$ cat config.mk
export PLATFORM = sky130hd
export DESIGN_NAME = ysyx_exu_bcast_arb_flat
export DESIGN_NICKNAME = d
export VERILOG_FILES = /design/src/rtl/ysyx_exu_bcast_arb_if.sv /design/src/rtl/ysyx_exu_bcast_arb.sv /design/src/flat_wrapper.sv
export SDC_FILE = /design/constraint.sdc
export NUM_CORES = 1
export LEC_CHECK = 0
export CAP_MARGIN = 10
export CORE_MARGIN = 2
export CORE_UTILIZATION = 57
export CTS_BUF_LIST = sky130_fd_sc_hd__clkbuf_4 sky130_fd_sc_hd__clkbuf_8
export CTS_CLUSTER_DIAMETER = 40
export DETAILED_ROUTE_END_ITERATION = 7
export PLACE_DENSITY_LB_ADDON = 0.2
export SLEW_MARGIN = 20
export SYNTH_ARGS = -nofsm -noshare
export SYNTH_HDL_FRONTEND = slang
export SYNTH_SLANG_ARGS = --single-unit
export TNS_END_PERCENT = 50
$ cat constraint.sdc
create_clock -name clock -period 9.6 [get_ports clock]
set_input_delay 1.92 -clock clock [delete_from_list [all_inputs] [get_ports clock]]
set_output_delay 1.92 -clock clock [all_outputs]
set_load 0.02 [all_outputs]
$ cat src/rtl/ysyx_exu_bcast_arb_if.sv
// Signal bundle between the producer channels, the broadcast (CDB) ports and ysyx_exu_bcast_arb.
// The arbiter takes the slave view; the producer/consumer side takes the master view.
interface ysyx_exu_bcast_arb_if #(
    parameter int NCH  = 4,
    parameter int NBC  = 2,
    parameter int XLEN = 32,
    parameter int PLEN = 6,
    parameter int RLEN = 5,
    parameter int DW   = 5
);
    localparam int CW = $clog2(NCH);

    logic                 flush;
    logic [NCH-1:0]       in_valid;
    logic [NCH-1:0]       in_ready;
    logic [NCH*DW-1:0]    in_dest;
    logic [NCH*PLEN-1:0]  in_prd;
    logic [NCH*RLEN-1:0]  in_rd;
    logic [NCH*XLEN-1:0]  in_result;
    logic [NCH-1:0]       in_trap;
    logic [NCH*XLEN-1:0]  in_cause;

    logic [NBC-1:0]       bc_valid;
    logic [NBC*DW-1:0]    bc_dest;
    logic [NBC*PLEN-1:0]  bc_prd;
    logic [NBC*RLEN-1:0]  bc_rd;
    logic [NBC*XLEN-1:0]  bc_result;
    logic [NBC-1:0]       bc_trap;
    logic [NBC*XLEN-1:0]  bc_cause;
    logic [NBC*CW-1:0]    bc_src;
    logic                 pending;

    modport master (
        output flush, in_valid, in_dest, in_prd, in_rd, in_result, in_trap, in_cause,
        input  in_ready, bc_valid, bc_dest, bc_prd, bc_rd, bc_result, bc_trap, bc_cause,
               bc_src, pending
    );

    modport slave (
        input  flush, in_valid, in_dest, in_prd, in_rd, in_result, in_trap, in_cause,
        output in_ready, bc_valid, bc_dest, bc_prd, bc_rd, bc_result, bc_trap, bc_cause,
               bc_src, pending
    );
endinterface

$ cat src/rtl/ysyx_exu_bcast_arb.sv
// Result broadcast arbiter: per-producer FIFOs, round-robin grant of up to NBC heads per cycle
// onto registered CDB ports, with flush and a fairness pointer that resumes after the last grant.
module ysyx_exu_bcast_arb #(
    parameter int NCH   = 4,
    parameter int NBC   = 2,
    parameter int DEPTH = 2,
    parameter int XLEN  = 32,
    parameter int PLEN  = 6,
    parameter int RLEN  = 5,
    parameter int DW    = 5
) (
    input  logic                 clock,
    input  logic                 reset,
    ysyx_exu_bcast_arb_if.slave  io
);
    localparam int CW   = $clog2(NCH);
    localparam int AW   = $clog2(DEPTH);
    localparam int CNTW = AW + 1;
    localparam logic [CNTW-1:0] FULL    = CNTW'(DEPTH);
    localparam logic [CW-1:0]   LAST_CH = CW'(NCH - 1);

    typedef struct packed {
        logic [DW-1:0]   dest;
        logic [PLEN-1:0] prd;
        logic [RLEN-1:0] rd;
        logic [XLEN-1:0] result;
        logic            trap;
        logic [XLEN-1:0] cause;
    } pay_t;

    pay_t            mem    [NCH][DEPTH];
    logic [AW-1:0]   wr_ptr [NCH];
    logic [AW-1:0]   rd_ptr [NCH];
    logic [CNTW-1:0] count  [NCH];
    logic [CW-1:0]   rr_ptr;

    pay_t            bc_pay [NBC];
    logic [CW-1:0]   bc_src [NBC];
    logic [NBC-1:0]  bc_valid;

    pay_t            in_pay [NCH];
    logic [NCH-1:0]  nonempty;
    logic [NCH-1:0]  push;
    logic [NCH-1:0]  grant;
    logic [NBC-1:0]  port_vld;
    logic [CW-1:0]   port_ch [NBC];
    logic [CW-1:0]   last_ch;

    for (genvar c = 0; c < NCH; c++) begin : g_ch
        assign in_pay[c] = {io.in_dest[c*DW +: DW], io.in_prd[c*PLEN +: PLEN],
                            io.in_rd[c*RLEN +: RLEN], io.in_result[c*XLEN +: XLEN],
                            io.in_trap[c], io.in_cause[c*XLEN +: XLEN]};
        assign nonempty[c]    = (count[c] != '0);
        // Ready comes from the registered count only and is forced low while reset is held.
        assign io.in_ready[c] = reset && (count[c] != FULL);
        assign push[c]        = io.in_valid[c] && io.in_ready[c] && !io.flush;
    end

    always_comb begin : arb
        logic [NCH-1:0] avail;
        logic [CW-1:0]  ch;
        logic [CW-1:0]  sel;
        logic           found;
        // NOTE: every variable gets a default up front so no path can hold a stale value (no latch).
        avail    = nonempty;
        ch       = '0;
        sel      = '0;
        found    = 1'b0;
        grant    = '0;
        port_vld = '0;
        last_ch  = rr_ptr;
        for (int p = 0; p < NBC; p++) begin
            found = 1'b0;
            sel   = '0;
            // Walk the scan order backwards so the channel nearest rr_ptr is the one kept.
            for (int k = NCH - 1; k >= 0; k--) begin
                ch = CW'((int'(rr_ptr) + k) % NCH);
                if (avail[ch]) begin
                    sel   = ch;
                    found = 1'b1;
                end
            end
            port_ch[p]  = sel;
            port_vld[p] = found;
            if (found) begin
                grant[sel] = 1'b1;
                avail[sel] = 1'b0;
                last_ch    = sel;
            end
        end
    end

    // NOTE: state registers use non-blocking assignments so every flop samples pre-edge values.
    always_ff @(posedge clock or negedge reset) begin
        if (!reset) begin
            rr_ptr <= '0;
            for (int c = 0; c < NCH; c++) begin
                wr_ptr[c] <= '0;
                rd_ptr[c] <= '0;
                count[c]  <= '0;
            end
        end else if (io.flush) begin
            rr_ptr <= '0;
            for (int c = 0; c < NCH; c++) begin
                wr_ptr[c] <= '0;
                rd_ptr[c] <= '0;
                count[c]  <= '0;
            end
        end else begin
            if (|grant) rr_ptr <= (last_ch == LAST_CH) ? '0 : last_ch + CW'(1);
            for (int c = 0; c < NCH; c++) begin
                if (push[c])  wr_ptr[c] <= wr_ptr[c] + AW'(1);
                if (grant[c]) rd_ptr[c] <= rd_ptr[c] + AW'(1);
                count[c] <= count[c] + CNTW'(push[c]) - CNTW'(grant[c]);
            end
        end
    end

    // NOTE: FIFO storage has no reset; count and pointers guard every read, so stale data never leaks.
    always_ff @(posedge clock) begin
        for (int c = 0; c < NCH; c++) begin
            if (push[c]) mem[c][wr_ptr[c]] <= in_pay[c];
        end
    end

    always_ff @(posedge clock or negedge reset) begin
        if (!reset) begin
            bc_valid <= '0;
            for (int p = 0; p < NBC; p++) begin
                bc_pay[p] <= '0;
                bc_src[p] <= '0;
            end
        end else begin
            bc_valid <= io.flush ? '0 : port_vld;
            for (int p = 0; p < NBC; p++) begin
                if (port_vld[p] && !io.flush) begin
                    bc_pay[p] <= mem[port_ch[p]][rd_ptr[port_ch[p]]];
                    bc_src[p] <= port_ch[p];
                end
            end
        end
    end

    for (genvar p = 0; p < NBC; p++) begin : g_bc
        assign io.bc_dest[p*DW +: DW]       = bc_pay[p].dest;
        assign io.bc_prd[p*PLEN +: PLEN]    = bc_pay[p].prd;
        assign io.bc_rd[p*RLEN +: RLEN]     = bc_pay[p].rd;
        assign io.bc_result[p*XLEN +: XLEN] = bc_pay[p].result;
        assign io.bc_trap[p]                = bc_pay[p].trap;
        assign io.bc_cause[p*XLEN +: XLEN]  = bc_pay[p].cause;
        assign io.bc_src[p*CW +: CW]        = bc_src[p];
    end

    assign io.bc_valid = bc_valid;
    assign io.pending  = |nonempty;

    always_ff @(posedge clock) begin
        for (int c = 0; c < NCH; c++) begin
            if (reset) assert (count[c] <= FULL);
        end
    end
endmodule
$ cat src/flat_wrapper.sv
// flat-port wrapper written by rule: the top's interface ports become plain ports
module ysyx_exu_bcast_arb_flat 
#(
    parameter int NCH   = 4,
    parameter int NBC   = 2,
    parameter int DEPTH = 2,
    parameter int XLEN  = 32,
    parameter int PLEN  = 6,
    parameter int RLEN  = 5,
    parameter int DW    = 5
)
  (clock, reset, io_flush, io_in_valid, io_in_dest, io_in_prd, io_in_rd, io_in_result, io_in_trap, io_in_cause, io_in_ready, io_bc_valid, io_bc_dest, io_bc_prd, io_bc_rd, io_bc_result, io_bc_trap, io_bc_cause, io_bc_src, io_pending);
  ysyx_exu_bcast_arb_if #(.NCH(NCH), .NBC(NBC), .XLEN(XLEN), .PLEN(PLEN), .RLEN(RLEN), .DW(DW)) io_i ();
  input  logic clock;
  input  logic reset;
  input wire logic [$bits(io_i.flush)-1:0] io_flush;
  input wire logic [$bits(io_i.in_valid)-1:0] io_in_valid;
  input wire logic [$bits(io_i.in_dest)-1:0] io_in_dest;
  input wire logic [$bits(io_i.in_prd)-1:0] io_in_prd;
  input wire logic [$bits(io_i.in_rd)-1:0] io_in_rd;
  input wire logic [$bits(io_i.in_result)-1:0] io_in_result;
  input wire logic [$bits(io_i.in_trap)-1:0] io_in_trap;
  input wire logic [$bits(io_i.in_cause)-1:0] io_in_cause;
  output wire logic [$bits(io_i.in_ready)-1:0] io_in_ready;
  output wire logic [$bits(io_i.bc_valid)-1:0] io_bc_valid;
  output wire logic [$bits(io_i.bc_dest)-1:0] io_bc_dest;
  output wire logic [$bits(io_i.bc_prd)-1:0] io_bc_prd;
  output wire logic [$bits(io_i.bc_rd)-1:0] io_bc_rd;
  output wire logic [$bits(io_i.bc_result)-1:0] io_bc_result;
  output wire logic [$bits(io_i.bc_trap)-1:0] io_bc_trap;
  output wire logic [$bits(io_i.bc_cause)-1:0] io_bc_cause;
  output wire logic [$bits(io_i.bc_src)-1:0] io_bc_src;
  output wire logic [$bits(io_i.pending)-1:0] io_pending;
  assign io_i.flush = io_flush;
  assign io_i.in_valid = io_in_valid;
  assign io_i.in_dest = io_in_dest;
  assign io_i.in_prd = io_in_prd;
  assign io_i.in_rd = io_in_rd;
  assign io_i.in_result = io_in_result;
  assign io_i.in_trap = io_in_trap;
  assign io_i.in_cause = io_in_cause;
  assign io_in_ready = io_i.in_ready;
  assign io_bc_valid = io_i.bc_valid;
  assign io_bc_dest = io_i.bc_dest;
  assign io_bc_prd = io_i.bc_prd;
  assign io_bc_rd = io_i.bc_rd;
  assign io_bc_result = io_i.bc_result;
  assign io_bc_trap = io_i.bc_trap;
  assign io_bc_cause = io_i.bc_cause;
  assign io_bc_src = io_i.bc_src;
  assign io_pending = io_i.pending;
  ysyx_exu_bcast_arb #(.NCH(NCH), .NBC(NBC), .DEPTH(DEPTH), .XLEN(XLEN), .PLEN(PLEN), .RLEN(RLEN), .DW(DW)) u_core (.clock(clock), .reset(reset), .io(io_i));
endmodule
==> summary by stage <==
Critical path
In this run the worst setup path terminates at io_in_ready[0]. The critical path in this run is classified as in2out. The largest single stage delay on the critical path is 0.70 ns. The cell count of the worst reg-to-reg path is 9.

STA classifies the critical path endpoint as an output port. The slowest stage of the critical path belongs to the cell sky130_fd_sc_hd__clkdlybuf4s50_1. Data arrives at the worst endpoint at 3.64 ns. The worst setup path is launched from an input pin. The slack of the worst reg-to-reg path is 4.55 ns.

The critical path launch point is reset. At the worst endpoint, the required time is 7.68 ns. The critical register-to-register path startpoint is u_core.count[5]. The reg-to-reg critical path endpoint is u_core.io.bc_cause[63].

The critical path goes through buf_8 > a21boi_0 > clkdlybuf4s50_1. In this run the worst path has a maximum fanout of 70.

Route
For this run, design rule violations remaining after detail routing come to 0. Summing over every cut layer, the via total after detailed routing is 29,500. The first-iteration detailed-routing DRC count is 3,879. The via count normalized by instance count is 6.51. The first TritonRoute pass finished after 8 iterations.

For this block, the routed nets add up to 117,000 um of wire. The number of antenna-violating nets in the routed design is 0. The wire length per cell after detailed routing is 25.9 um.

STA
The slew at the pin closest to its max-slew limit is 1.15 ns. Clock skew on the completed layout was measured at 0.0315 ns. Setup repair after global routing left no endpoint under its margin. In the finished design, the share of the clock period the worst path needs comes to 57.9%.

The final period demand of the worst path is 5.56 ns. Setup total negative slack on the finished layout was measured at 0 ns. The worst slack on hold paths is 0.519 ns. The number of pins with negative max-slew slack in the final report is 0.

Setup violations remaining at the end of the flow were counted as 0. The maximum clock frequency is 0.180 GHz. The hold violation count in the final report is 0. The relative max-transition margin is 23.1%.

Global route
The initial antenna violation count is 21. The maximum number of pins on one net before global-route repair is 230. The total global-route track usage is 34.2%. The met2 usage in global routing is 54.9%.

For this run the aggregate overflow at the end of global routing stands at 0. For this run, global-route usage on met3 was measured as 9.47%. The first global-routing pass estimated 172,000 um of wire. The number of global-route vias before repair is 29,300.

The met1 layer usage reported by global route is 42.3%. In this run the most used layer during global routing was met2.

Logic synthesis
After synthesis, the share of cell area in mux cells is 5.16%. The cell area after synthesis is 0.0374 mm^2. The number of nets in the synthesized netlist is 3,469. The share of flip-flops with an asynchronous set or reset after synthesis is 22.3%.

During synthesis, Yosys emitted a total of 0 warnings. The number of standard cells after synthesis is 3,130. The count of unique library cells instantiated by Yosys is 50. For this run, the register share of the synthesized area comes to 64.4%.

Summing the areas of all compound-gate instances in the mapped netlist gives 13.3% of the synthesized area. The parity-gate share of the synthesized area counting xor and xnor cells is 0.398%. The average instance in the mapped netlist occupies 12.0 um^2. The simple-gate portion of the synthesized area is 13.2%. The number of flops mapped to enable cells by yosys is 648. The flip-flop and latch count after synthesis is 834. After Yosys synthesis, full adders, half adders and majority gates account for 0.267% of the synthesized area. By area, the combinational part of the netlist is dominated by compound AO/OA/AOI/OAI gates.

For this run, the leading register cell type out of synthesis is sky130_fd_sc_hd__edfxtp_1.

Cells and area
The share of final-layout standard cells stronger than drive strength 1 is 10.7%. From synthesis to final layout, the design area changed by 22.7%. Counting the fill cells in the layout gives 4,400.

The final layout net count is 3,890. The finished layout holds 4,534 standard cells, fillers aside. The utilization after layout is 71.0%.

Clocking
After clock tree synthesis, the setup repair step added 0 buffers. In this run the deepest clock path goes through 3 buffers. The H-tree level count is 4. The number of clock sinks is 834.

The number of gates resized after CTS was 0. TritonCTS built the clock tree. Clock latency on the worst-skew pair, taken at its later pin, is 0.78 ns. For this design, the CTS-stage hold fixing added 0 buffers. The buffer cell driving the clock tree root is sky130_fd_sc_hd__clkbuf_8. The TritonCTS buffer count is 140.

After clock tree synthesis, the clock-pin slew on the worst setup and hold paths is 0.06 ns.

Power and ir drop
The analysis attributes to cell leakage a power of 16.2 nW. The power density normalized to cell area is 363 mW/mm^2. Across the VDD grid, the largest voltage drop is 0.372 mV. The final total power is 16.7 mW.

Floorplan
Once the floorplan was initialized, standard cells occupied 57.9% of the core. The die covers 0.0677 mm^2. For this design the top-level I/O count stands at 504.

Measured along the x axis, the die boundary spans 260 um. The core area is 0.0647 mm^2. The die is 260 um tall. The initialized floorplan defines 93 standard-cell rows.

Placed design
Port buffering added 503 buffers. Routability-driven placement finished with a final weighted congestion of 0.871. Once detailed placement completed, the half-perimeter wirelength came to 69,000 um. The cell total after placement is 4,262.

Outcome
The run finished with clean final reports.

Min path
The worst hold path belongs to the class reg2reg. The launch point of the worst hold path is u_core.io.bc_src[0].

Job
The tool flagged a number of max-cap violations equal to 0.
## worst min-delay path by stage
stage                                     end  cells after the start
after floorplan              u_core.wr_ptr[0]                      2
after global placement    u_core.io.bc_src[3]                      1
after detailed placement  u_core.io.bc_src[0]                      1
after CTS                 u_core.io.bc_src[0]                      1
after global routing      u_core.io.bc_src[3]                      1
final                     u_core.io.bc_src[0]                      1
## stage by stage
stage / area (um^2) / setup slack, ns
floorplan: 37400 / 0.760
global placement: 42800 / 4.00
detailed placement: 42800 / 4.03
CTS: 45800 / 4.03
global route: 45900 / 4.02
finish: 45900 / 4.04
## routing by layer
layer	up-vias	share of wire, %
met1	14300	34
met2	2218	48
met5	-	0.12
li1	12500	-
met4	20	4.9
met3	412	12
## registers in the layout (all words and copies together) (netlist names)
| signal | flops |
|---|---|
| u_core.io.bc_prd | 12 |
| u_core.io.bc_valid | 2 |
| u_core.io.bc_dest | 10 |
| u_core.io.bc_trap | 2 |
| u_core.rr_ptr | 2 |
| u_core.mem | 648 |
| u_core.io.bc_cause | 64 |
| u_core.wr_ptr | 4 |
| u_core.io.bc_src | 4 |
| u_core.rd_ptr | 4 |
| u_core.io.bc_result | 64 |
| u_core.io.bc_rd | 10 |
| u_core.count | 8 |
## where the power goes
part	switching, mW	internal (mW)	total (mW)
Combinational	5.33	3.15	8.49
Clock	1.44	1.91	3.35
Sequential	0.417	4.43	4.85
Total	7.19	9.50	16.7
## cell type report
cell class | count | area, um^2 | area share (%)
multi-input combinational | 2022 | 12300 | 26.7
tap | 855 | 1070 | 2.33
sequential | 834 | 24100 | 52.5
clock buffer | 208 | 2570 | 5.61
clock inverter | 51 | 445 | 0.970
antenna | 11 | 27.5 | 0.0599
inverter | 8 | 30.0 | 0.0654
timing repair buffer | 545 | 5420 | 11.8
## critical path: cells and delay by family
| kind | cells | cell delay (ns) |
|---|---|---|
| AO/OA/AOI/OAI | 1 | 0.49 |
| buffers and inverters | 2 | 1.07 |
## cells in the mapped netlist (9+ instances only)
| master | instances | area share (%) |
|---|---|---|
| sky130_fd_sc_hd__a211oi_1 | 82 | 1.6 |
| sky130_fd_sc_hd__a21oi_1 | 177 | 2.4 |
| sky130_fd_sc_hd__a221o_1 | 81 | 2.2 |
| sky130_fd_sc_hd__a311o_1 | 81 | 2.2 |
| sky130_fd_sc_hd__a31oi_1 | 163 | 2.7 |
| sky130_fd_sc_hd__and2_1 | 86 | 1.4 |
| sky130_fd_sc_hd__buf_1 | 16 | 0.16 |
| sky130_fd_sc_hd__buf_2 | 57 | 0.76 |
| sky130_fd_sc_hd__buf_4 | 10 | 0.20 |
| sky130_fd_sc_hd__buf_6 | 11 | 0.33 |
| sky130_fd_sc_hd__clkbuf_1 | 172 | 1.7 |
| sky130_fd_sc_hd__dfrtp_1 | 186 | 12 |
| sky130_fd_sc_hd__edfxtp_1 | 648 | 52 |
| sky130_fd_sc_hd__mux4_2 | 81 | 4.9 |
| sky130_fd_sc_hd__nand2_1 | 817 | 8.2 |
| sky130_fd_sc_hd__nand3_1 | 84 | 1.1 |
| sky130_fd_sc_hd__nor2_1 | 193 | 1.9 |
| sky130_fd_sc_hd__o211ai_1 | 82 | 1.6 |
| sky130_fd_sc_hd__xnor2_1 | 9 | 0.21 |
## cells in the final DEF (no fill, tap or decap), drive strengths merged, types with 2 or more instances in the layout
cell,Yosys,routed
edfxtp,648,648
diode,0,11
and2,86,86
a22oi,2,2
nor3,9,9
inv,8,10
bufinv,0,7
o21ai,11,11
o221ai,2,2
buf,94,43
xnor2,9,9
a211oi,82,82
a31oi,163,163
nor4,5,5
a21boi,4,4
a221o,81,81
nor2b,4,4
mux4,81,81
a311o,81,81
clkbuf,172,208
mux2,6,6
o21a,2,2
or3,2,2
xor2,8,8
nand3,84,84
a21oi,177,177
clkinv,0,36
o22a,2,2
nor2,193,193
nand2,817,817
clkdlybuf4s50,0,502
clkinvlp,0,6
o211ai,82,82
ha,8,8
or2,4,4
a22o,2,2
mux2i,4,4
dfrtp,186,186
## cells by family after synthesis
kind of cell / Yosys count
and+or+nand+nor: 1208
DFF: 834
buffers and inverters: 274
xor gates and xnor gates: 17
AOI/OAI and AO/OA: 698
muxes: 91
adders and majority gates: 8
(Power assumes the default switching activity.)
